--- src/rtl/sss_rom_arb_if.sv ---
// sss_rom_arb_if: request, ROM-port and return-data signals of the two-requester SSS ROM arbiter.
interface sss_rom_arb_if #(
    parameter int pDAT_W = 4,
    parameter int pLEN_W = 10
);
    logic              ireq0;
    logic              ireq1;
    logic [10:0]       ibase0;
    logic [10:0]       ibase1;
    logic [pLEN_W-1:0] ilen0;
    logic [pLEN_W-1:0] ilen1;
    logic              ogrant0;
    logic              ogrant1;
    logic              iabort;
    logic              orom_val;
    logic [10:0]       orom_addr;
    logic [pDAT_W-1:0] irom_dat;
    logic              oval;
    logic [pDAT_W-1:0] odat;
    logic              oid;
    logic              olast;
    logic              obusy;

    modport slave (
        input  ireq0, ireq1, ibase0, ibase1, ilen0, ilen1, iabort, irom_dat,
        output ogrant0, ogrant1, orom_val, orom_addr, oval, odat, oid, olast, obusy
    );
    modport master (
        output ireq0, ireq1, ibase0, ibase1, ilen0, ilen1, iabort, irom_dat,
        input  ogrant0, ogrant1, orom_val, orom_addr, oval, odat, oid, olast, obusy
    );
endinterface

--- src/rtl/sss_rom_arb.sv ---
// sss_rom_arb: round-robin two-requester burst arbiter in front of a 1-cycle-latency SSS ROM.
module sss_rom_arb #(
    parameter int pDAT_W   = 4,
    parameter int pDAT_Num = 1024,
    parameter int pLEN_W   = 10
) (
    input logic iclk,
    input logic irst,
    sss_rom_arb_if.slave bus
);
    typedef enum logic {IDLE, RUN} state_t;
    state_t            state, state_nx;
    logic [10:0]       addr;
    logic [pLEN_W-1:0] cnt;
    logic              owner;
    logic              fin, gnt_en, pick0, pick1, take, rom_val;

    // owner doubles as the round-robin pointer; it resets to 1 so requester 0 wins first
    always_comb begin
        fin      = state == RUN && cnt == '0;
        rom_val  = state == RUN && !bus.iabort;
        gnt_en   = !irst && (state == IDLE || (fin && !bus.iabort));
        pick0    = bus.ireq0 && (!bus.ireq1 || owner);
        pick1    = bus.ireq1 && !pick0;
        take     = gnt_en && (pick0 || pick1);
        state_nx = state;
        if (state == RUN && (bus.iabort || fin))
            state_nx = IDLE;
        if (take)
            state_nx = RUN;
    end

    always_ff @(posedge iclk or posedge irst)
        if (irst)
            state <= IDLE;
        else
            state <= state_nx;

    always_ff @(posedge iclk or posedge irst)
        if (irst) begin
            addr      <= '0;
            cnt       <= '0;
            owner     <= 1'b1;
            bus.oval  <= 1'b0;
            bus.oid   <= 1'b0;
            bus.olast <= 1'b0;
        end else begin
            bus.oval  <= rom_val;
            bus.oid   <= rom_val && owner;
            bus.olast <= rom_val && fin;
            if (take) begin
                addr  <= 11'((pick0 ? bus.ibase0 : bus.ibase1) % pDAT_Num);
                cnt   <= pick0 ? bus.ilen0 : bus.ilen1;
                owner <= pick1;
            end else if (rom_val) begin
                addr <= addr == 11'(pDAT_Num - 1) ? '0 : addr + 11'd1;
                cnt  <= cnt - pLEN_W'(1);
            end
        end

    assign bus.ogrant0   = gnt_en && pick0;
    assign bus.ogrant1   = gnt_en && pick1;
    assign bus.orom_val  = rom_val;
    assign bus.orom_addr = addr;
    assign bus.obusy     = state == RUN;
    assign bus.odat      = irst ? '0 : bus.irom_dat;
endmodule
--- src/flat_wrapper.sv ---
// flat-port wrapper written by rule: the top's interface ports become plain ports
module sss_rom_arb_flat 
#(
    parameter int pDAT_W   = 4,
    parameter int pDAT_Num = 1024,
    parameter int pLEN_W   = 10
)
  (iclk, irst, bus_ireq0, bus_ireq1, bus_ibase0, bus_ibase1, bus_ilen0, bus_ilen1, bus_iabort, bus_irom_dat, bus_ogrant0, bus_ogrant1, bus_orom_val, bus_orom_addr, bus_oval, bus_odat, bus_oid, bus_olast, bus_obusy);
  sss_rom_arb_if #(.pDAT_W(pDAT_W), .pLEN_W(pLEN_W)) bus_i ();
  input logic iclk;
  input logic irst;
  input wire logic [$bits(bus_i.ireq0)-1:0] bus_ireq0;
  input wire logic [$bits(bus_i.ireq1)-1:0] bus_ireq1;
  input wire logic [$bits(bus_i.ibase0)-1:0] bus_ibase0;
  input wire logic [$bits(bus_i.ibase1)-1:0] bus_ibase1;
  input wire logic [$bits(bus_i.ilen0)-1:0] bus_ilen0;
  input wire logic [$bits(bus_i.ilen1)-1:0] bus_ilen1;
  input wire logic [$bits(bus_i.iabort)-1:0] bus_iabort;
  input wire logic [$bits(bus_i.irom_dat)-1:0] bus_irom_dat;
  output wire logic [$bits(bus_i.ogrant0)-1:0] bus_ogrant0;
  output wire logic [$bits(bus_i.ogrant1)-1:0] bus_ogrant1;
  output wire logic [$bits(bus_i.orom_val)-1:0] bus_orom_val;
  output wire logic [$bits(bus_i.orom_addr)-1:0] bus_orom_addr;
  output wire logic [$bits(bus_i.oval)-1:0] bus_oval;
  output wire logic [$bits(bus_i.odat)-1:0] bus_odat;
  output wire logic [$bits(bus_i.oid)-1:0] bus_oid;
  output wire logic [$bits(bus_i.olast)-1:0] bus_olast;
  output wire logic [$bits(bus_i.obusy)-1:0] bus_obusy;
  assign bus_i.ireq0 = bus_ireq0;
  assign bus_i.ireq1 = bus_ireq1;
  assign bus_i.ibase0 = bus_ibase0;
  assign bus_i.ibase1 = bus_ibase1;
  assign bus_i.ilen0 = bus_ilen0;
  assign bus_i.ilen1 = bus_ilen1;
  assign bus_i.iabort = bus_iabort;
  assign bus_i.irom_dat = bus_irom_dat;
  assign bus_ogrant0 = bus_i.ogrant0;
  assign bus_ogrant1 = bus_i.ogrant1;
  assign bus_orom_val = bus_i.orom_val;
  assign bus_orom_addr = bus_i.orom_addr;
  assign bus_oval = bus_i.oval;
  assign bus_odat = bus_i.odat;
  assign bus_oid = bus_i.oid;
  assign bus_olast = bus_i.olast;
  assign bus_obusy = bus_i.obusy;
  sss_rom_arb #(.pDAT_W(pDAT_W), .pDAT_Num(pDAT_Num), .pLEN_W(pLEN_W)) u_core (.iclk(iclk), .irst(irst), .bus(bus_i));
endmodule
--- config.mk ---
export PLATFORM = sky130hd
export DESIGN_NAME = sss_rom_arb_flat
export DESIGN_NICKNAME = d
export VERILOG_FILES = /design/src/rtl/sss_rom_arb_if.sv /design/src/rtl/sss_rom_arb.sv /design/src/flat_wrapper.sv
export SDC_FILE = /design/constraint.sdc
export NUM_CORES = 1
export LEC_CHECK = 0
export ABC_AREA = 1
export CAP_MARGIN = 5
export CORE_MARGIN = 2
export CORE_UTILIZATION = 30
export DETAILED_ROUTE_END_ITERATION = 7
export PLACE_DENSITY_LB_ADDON = 0.3
export SYNTH_ARGS = -nofsm -noshare
export SYNTH_HDL_FRONTEND = slang
export SYNTH_SLANG_ARGS = --single-unit
--- constraint.sdc ---
create_clock -name iclk -period 2.15 [get_ports iclk]
set_input_delay 0.43 -clock iclk [delete_from_list [all_inputs] [get_ports iclk]]
set_output_delay 0.43 -clock iclk [all_outputs]
set_load 0.05 [all_outputs]
==> results of run 1 <==
==> layout make-up <==
cell class,instances,area [µm²],area share (%)
repair buffers,92,951,30.4
multi-input cells,243,1220,39.1
inverters,35,135,4.31
clock inverters,1,30.0,0.959
well taps,77,96.3,3.08
clock buffers,3,41.3,1.32
flip-flops and latches,26,653,20.9
==> power by group through the flow <==
stage / clock, mW / combinational (mW) / sequential (mW)
floorplan: 0 / 0.646 / 1.08
global placement: 0 / 1.33 / 0.861
detailed placement: 0 / 1.35 / 0.866
CTS: 0.423 / 1.42 / 0.857
global route: 0.448 / 1.61 / 0.894
finish: 0.410 / 1.46 / 0.868
==> flip-flops by register name, indices dropped and copies added (netlist names) <==
signal	flops
u_core.bus.obusy	1
u_core.bus.oid	1
u_core.bus.olast	1
u_core.bus.orom_addr	11
u_core.bus.oval	1
u_core.cnt	10
u_core.owner	1
==> path summary, 6_finish.rpt <==
check                                                     from                                   to  slack, ns  cells past startpoint
max                                  u_core.cnt[1]$_DFFE_PP0P_                          bus_ogrant0      -0.04                     11
min                                   u_core.owner$_DFFE_PP1P_             u_core.bus.oid$_DFF_PP0_       0.52                      2
max reg2reg                u_core.bus.orom_addr[0]$_DFFE_PP0P_  u_core.bus.orom_addr[3]$_DFFE_PP0P_       0.26                     10
min reg2reg                           u_core.owner$_DFFE_PP1P_             u_core.bus.oid$_DFF_PP0_       0.52                      2
max in group asynchronous                                 irst             u_core.owner$_DFFE_PP1P_       1.00                      3
min in group asynchronous                                 irst             u_core.bus.oid$_DFF_PP0_       0.84                      3
==> kinds of logic after synthesis <==
logic type / Yosys count
DFF: 26
muxes: 2
xor gates and xnor gates: 7
AOI/OAI and AO/OA: 20
buffers and inverters: 48
adders and majority gates: 3
and+or+nand+nor: 211
==> through the flow <==
step           util, %  instance area (µm²)  setup TNS (ns)  instances
6_report          49.0                 3130         -0.0402        477
4_1_cts           48.1                 3070          -0.258        475
3_5_place_dp      45.9                 2930          -0.390        466
3_3_place_gp      45.9                 2930         -0.0766        466
2_1_floorplan        -                 2010               0        317
5_1_grt           49.0                 3130          -0.205        477
==> layer usage <==
layer  global-route usage [%]  vias to the layer above
li1                         -                     1175
met1                     21.0                      983
met2                     28.2                       58
met3                    0.875                        2
met4                     3.75                        0
met5                        0                        -
==> worst max-delay path, delay by kind of cell, from the launching register on <==
kind | cells | cell delay [ns]
flops | 1 | 0.40
simple gates | 5 | 0.47
fa+ha+maj | 1 | 0.13
buf+inv | 4 | 0.34
compound gates | 1 | 0.17
==> timing repair <==
item                                    in CTS  in global routing
buffers inserted                             5                  2
gates resized for setup                     10                 10
hold buffers                                 0                  0
endpoints found under the setup margin       2                  9
pin swaps                                    8                  8
==> placed cells by master, fill, tap and decap left out, drive strengths merged <==
| cell | instances |
|---|---|
| or2 | 1 |
| clkbuf | 3 |
| clkinv | 1 |
| o21ai | 11 |
| a21o | 1 |
| nand3b | 4 |
| ha | 3 |
| nor3 | 1 |
| o21a | 1 |
| clkinvlp | 1 |
| buf | 29 |
| xnor2 | 2 |
| and2 | 1 |
| inv | 33 |
| bufinv | 1 |
| nand2 | 105 |
| nand4 | 8 |
| xor2 | 5 |
| clkdlybuf4s50 | 63 |
| dfstp | 1 |
| nand3 | 48 |
| dfrtp | 25 |
| mux2i | 2 |
| a21oi | 7 |
| nor2 | 43 |
==> run_results.csv, run 1 <==
group,metric,value,unit
status,status,"complete, but fails checks",
status,violations,"setup timing",
power_and_ir_drop,p_leak,1.52,nW
detailed_routing,drt_iter0_drc,169,
cts,h-tree-depth,1,
synthesis,synth_edf_count,0,
global_route,grt_max_degree,42,
global_route,antenna_found_initial,0,
global_route,grt_pass1_wl,9510,µm
floorplanning,start_util,31.1,%
power_and_ir_drop,ir_drop,0.374,mV
synthesis,netlist.top_cell.by_area,"dfrtp_1",
setup_path,cp_data_required_time,1.72,ns
detailed_routing,dr_wl_met3,273,µm
cts,cts_root_buffer,"clkbuf_8",
placement,place_ws,-0.0544,ns
placement,port_buffers,70,
power_and_ir_drop,power.share.switching,44.5,%
synthesis,syn_area,1980,µm²
detailed_routing,wl_met1,2560,µm
sta,fin_skew,0.00481,ns
finish,antenna_cells,0,
detailed_routing,drt-wirelength-per-cell,11.8,µm
synthesis,synth_warnings,0,
setup_path,path_class,"flip-flop to output pin",
power_and_ir_drop,p_int,1.52,mW
synthesis,synth_seq_area_share,32.8,%
sta,layout_min_cycle_time,2.19,ns
detailed_routing,viasPerCell,4.65,
synthesis,synth_top_family_by_area,"simple AND/OR/NAND/NOR gates",
synthesis,synth_most_common_cell,"nand2_1",
power_and_ir_drop,p_sw,1.22,mW
power_and_ir_drop,seqPwrFrac,31.7,%
finish,nets,455,
synthesis,synthXorXnorAreaFrac,3.09,%
detailed_routing,num_vias,2218,
sta,rsz0062_at_grt,"yes",
floorplanning,die_h,85.3,µm
finish,layout-drive-gt1-share,13.8,%
power_and_ir_drop,powerDensity,876,nW/µm²
sta,setup_viol,1,
synthesis,synthArstFlopShare,100,%
setup_path,path_cells,"inv_2, ha_4, inv_2, nor2_4, nand2_2, nor2_4, nand3_4, a21oi_4, inv_2, nor2_4, buf_8",
setup_path,worstPathArrival,1.76,ns
synthesis,synthAdderAreaFrac,1.89,%
synthesis,synth.top_cell.area_share,31.5,%
power_and_ir_drop,p_comb_share,53.4,%
cts,clk_pin_slew,0.10,ns
detailed_routing,ant_nets,0,
sta,slew_violations,0,
floorplanning,die_w,85.3,µm
placement,routabilityCongestion,0.817,
detailed_routing,routed.top_layer,"met4",
power_and_ir_drop,power,2.74,mW
cts,cts_tree,"done",
global_route,overflow,0,
floorplanning,ioPinCount,73,
setup_path,endpoint_kind,"output pin",
placement,hpwl,4240,µm
cts,clock_latency,0.27,ns
detailed_routing,wl_met2,2740,µm
global_route,grt_pass1_vias,2143,
detailed_routing,drt_wl_total,5620,µm
sta,fin_crit_sh,102,%
synthesis,synthTopCellsByCount,"nand2_1 (104), nand3_1 (46), nor2_1 (41), inv_1 (34), dfrtp_1 (25)",
finish,fillers,662,
detailed_routing,dr.pass1.iters,4,
power_and_ir_drop,pwr-share-clk,15.0,%
synthesis,ys_seq_elements,26,
synthesis,synth_area_per_cell,6.26,µm²
setup_path,max_stage_delay,0.40,ns
synthesis,yosys-top-cells-area,"dfrtp_1 (32%), nand2_1 (20%), nand3_1 (12%), nor2_1 (7.8%), inv_1 (6.4%)",
synthesis,muxShareOfSynthArea,1.01,%
synthesis,synth-simple-area-share,45.9,%
synthesis,synth_flop_cell,"dfrtp_1",
sta,fin_ws,-0.0402,ns
sta,finalHoldViolations,0,
floorplanning,coreArea,6390,µm²
cts,clockBufferDepth,2,
floorplanning,dieArea,7280,µm²
synthesis,synthDistinctLibCells,28,
floorplanning,rows,29,
finish,area_delta_synth_final,57.8,%
setup_path,crit_slowest_cell,"dfrtp_1",
min_path,hp-class,"flip-flop to flip-flop",
synthesis,synth_cells,317,
job,maxCapViolCount,0,
sta,maxSlewHeadroom,66.0,%
cts,cts_sinks,26,
cts,cts_buffers,3,
global_route,grt_usage,15.8,%
detailed_routing,post-route-drc-count,0,
sta,tightestPinTransition,0.509,ns
synthesis,synth_compound_area_share,5.67,%
sta,whs,0.522,ns
synthesis,synthesis.nets,371,
setup_path,path_max_fanout,3,
sta,fmax,457,MHz
setup_path,cp-start-kind,"flip-flop",
(Power assumes the default switching activity.)
==> run 2: changes to the inputs <==
Settings changed: CELL_PAD_IN_SITES_DETAIL_PLACEMENT set to 1, CELL_PAD_IN_SITES_GLOBAL_PLACEMENT set to 2, CORE_UTILIZATION 30 to 22.
==> run 2 against run 1 <==
Net effect: clock skew is 0.00087 ns lower; sequential power about the same; critical path type unchanged; first-iteration DRC count down 60%; combinational power hardly changed; the flow still finishes with violations (setup timing); largest power group unchanged; sequential cell count is the same; routed wire length is 20% higher; clock-buffer cell count did not move.
==> run_results.csv, run 2 (synthesized netlist as in run 1, its figures left out) <==
group,metric,value,unit
status,status,"complete, but fails checks",
status,violations,"setup timing",
sta,tightestPinTransition,0.511,ns
power_and_ir_drop,seqPwrFrac,31.3,%
global_route,overflow,0,
floorplanning,coreArea,8720,µm²
finish,final_area,3170,µm²
floorplanning,start_util,22.8,%
cts,cts_root_buffer,"clkbuf_8",
detailed_routing,drt-wirelength-per-cell,13.1,µm
setup_path,crit_end,"bus_ogrant0",
placement,hpwl,5080,µm
setup_path,r2r_end,"u_core.cnt[7]$_DFFE_PP0P_",
power_and_ir_drop,p_sw,1.25,mW
sta,fin_ws,-0.138,ns
setup_path,path_max_fanout,3,
power_and_ir_drop,powerDensity,874,nW/µm²
power_and_ir_drop,p_leak,1.53,nW
floorplanning,dieArea,9800,µm²
global_route,grt_pass1_vias,2200,
sta,layout_min_cycle_time,2.29,ns
floorplanning,die_h,99.0,µm
finish,post-route-util,36.3,%
placement,dp_cells,500,
global_route,grt_pass1_wl,11000,µm
detailed_routing,drt_wl_total,6710,µm
floorplanning,ioPinCount,73,
finish,layout_commonest_cell,"nand2_1",
floorplanning,die_w,99.0,µm
setup_path,cp_data_required_time,1.72,ns
setup_path,path_class,"flip-flop to output pin",
power_and_ir_drop,p_int,1.52,mW
finish,antenna_cells,0,
power_and_ir_drop,pwr-share-clk,15.9,%
finish,final_cell_mix,"nand2_1 (104), clkdlybuf4s50_1 (63), nand3_1 (46), nor2_1 (37), inv_1 (29)",
finish,largest_reg_flops,11,
sta,fmax,437,MHz
power_and_ir_drop,power.share.switching,45.1,%
power_and_ir_drop,ir_drop,0.245,mV
finish,area_delta_synth_final,59.5,%
global_route,antenna_found_initial,0,
cts,cts_sinks,26,
global_route,grt_use_met3,0.638,%
setup_path,reg2reg_depth,15,
detailed_routing,post-route-drc-count,0,
setup_path,reg2reg_from,"u_core.cnt[1]$_DFFE_PP0P_",
global_route,use_met1,20.1,%
cts,cts_buffers,3,
min_path,holdCritStartpoint,"u_core.owner$_DFFE_PP1P_",
finish,nets,459,
cts,clock_latency,0.29,ns
detailed_routing,dr.pass1.iters,4,
cts,h-tree-depth,1,
global_route,grt.busiest_layer,"met2",
power_and_ir_drop,p_comb_share,52.8,%
setup_path,worstPathArrival,1.86,ns
setup_path,r2r_slack,0.11,ns
job,maxCapViolCount,0,
cts,clk_pin_slew,0.11,ns
floorplanning,rows,34,
finish,fin_cells,512,
setup_path,endpoint_kind,"output pin",
detailed_routing,viasPerCell,4.40,
placement,dpl_cell_area,2990,µm²
detailed_routing,ant_nets,0,
sta,fin_crit_sh,106,%
detailed_routing,drt_iter0_drc,67,
placement,place_ws,-0.0235,ns
finish,layout-drive-gt1-share,14.1,%
setup_path,cp-start-kind,"flip-flop",
sta,rsz0062_at_grt,"yes",
global_route,grt_max_degree,40,
sta,finalHoldViolations,0,
sta,maxSlewHeadroom,65.8,%
min_path,hp-class,"flip-flop to flip-flop",
cts,clockBufferDepth,2,
global_route,use_met2,21.7,%
global_route,grt_usage,13.8,%
placement,routabilityCongestion,0.744,
cts,cts_tree,"done",
sta,slew_violations,0,
sta,setup_viol,2,
detailed_routing,num_vias,2252,
placement,port_buffers,70,
setup_path,critPathLaunch,"u_core.cnt[1]$_DFFE_PP0P_",
sta,fin_skew,0.00394,ns
## run 2: area by class of cell
class,count,area (µm²)
inverters,35,135
fillers,1104,5560
repair buffers,96,981
well taps,108,135
multi-input cells,243,1190
clock buffers,3,41.3
flip-flops and latches,26,653
clock inverters,1,30.0
## run 2: worst min path at each step
stage,cells past startpoint,slack [ns],endpoint
after floorplan,1,0.35,u_core.bus.oid$_DFF_PP0_
after global placement,2,0.49,u_core.bus.oid$_DFF_PP0_
after detailed placement,2,0.52,u_core.owner$_DFFE_PP1P_
after CTS,2,0.53,u_core.owner$_DFFE_PP1P_
after global routing,2,0.56,u_core.owner$_DFFE_PP1P_
final,2,0.53,u_core.owner$_DFFE_PP1P_
## run 2: metal layers
metal / share of wire [%] / wire length [µm]
met4: 1.6 / 108
met2: 46 / 3060
met3: 2.5 / 170
met1: 50 / 3370
met5: 0 / 0
## run 2: what timing repair did
| item | in CTS | in global routing |
|---|---|---|
| buffers inserted | 3 | 5 |
| pin swaps | 5 | 5 |
| hold buffers | 0 | 0 |
| gates cloned | 0 | 0 |
| hold endpoints to repair | 0 | 0 |
| endpoints found under the setup margin | 2 | 5 |
| gates resized for setup | 9 | 4 |
## run 2: stage by stage
stage / setup TNS [ns] / hold slack, ns / power (mW)
detailed placement: -0.0864 / 0.516 / 2.26
global placement: 0 / 0.488 / 2.23
CTS: -0.287 / 0.531 / 2.77
global route: -0.645 / 0.557 / 3.00
finish: -0.267 / 0.525 / 2.77
floorplan: 0 / 0.345 / 1.72
## run 2: critical path, stage by stage (launching register included)
cell and delay, ns:
dfrtp_1 0.40, inv_2 0.08, ha_4 0.12, inv_2 0.03, nor2_1 0.10, nand2_1 0.10
nor2_2 0.12, nand3_2 0.12, a21oi_4 0.17, inv_2 0.07, nor2_4 0.09, buf_8 0.15
## run 2: power by group through the flow
stage | registers, mW | logic [mW] | clock network, mW
floorplan | 1.08 | 0.646 | 0
global placement | 0.875 | 1.36 | 0
detailed placement | 0.880 | 1.38 | 0
CTS | 0.869 | 1.45 | 0.449
global route | 0.903 | 1.63 | 0.468
finish | 0.865 | 1.46 | 0.439
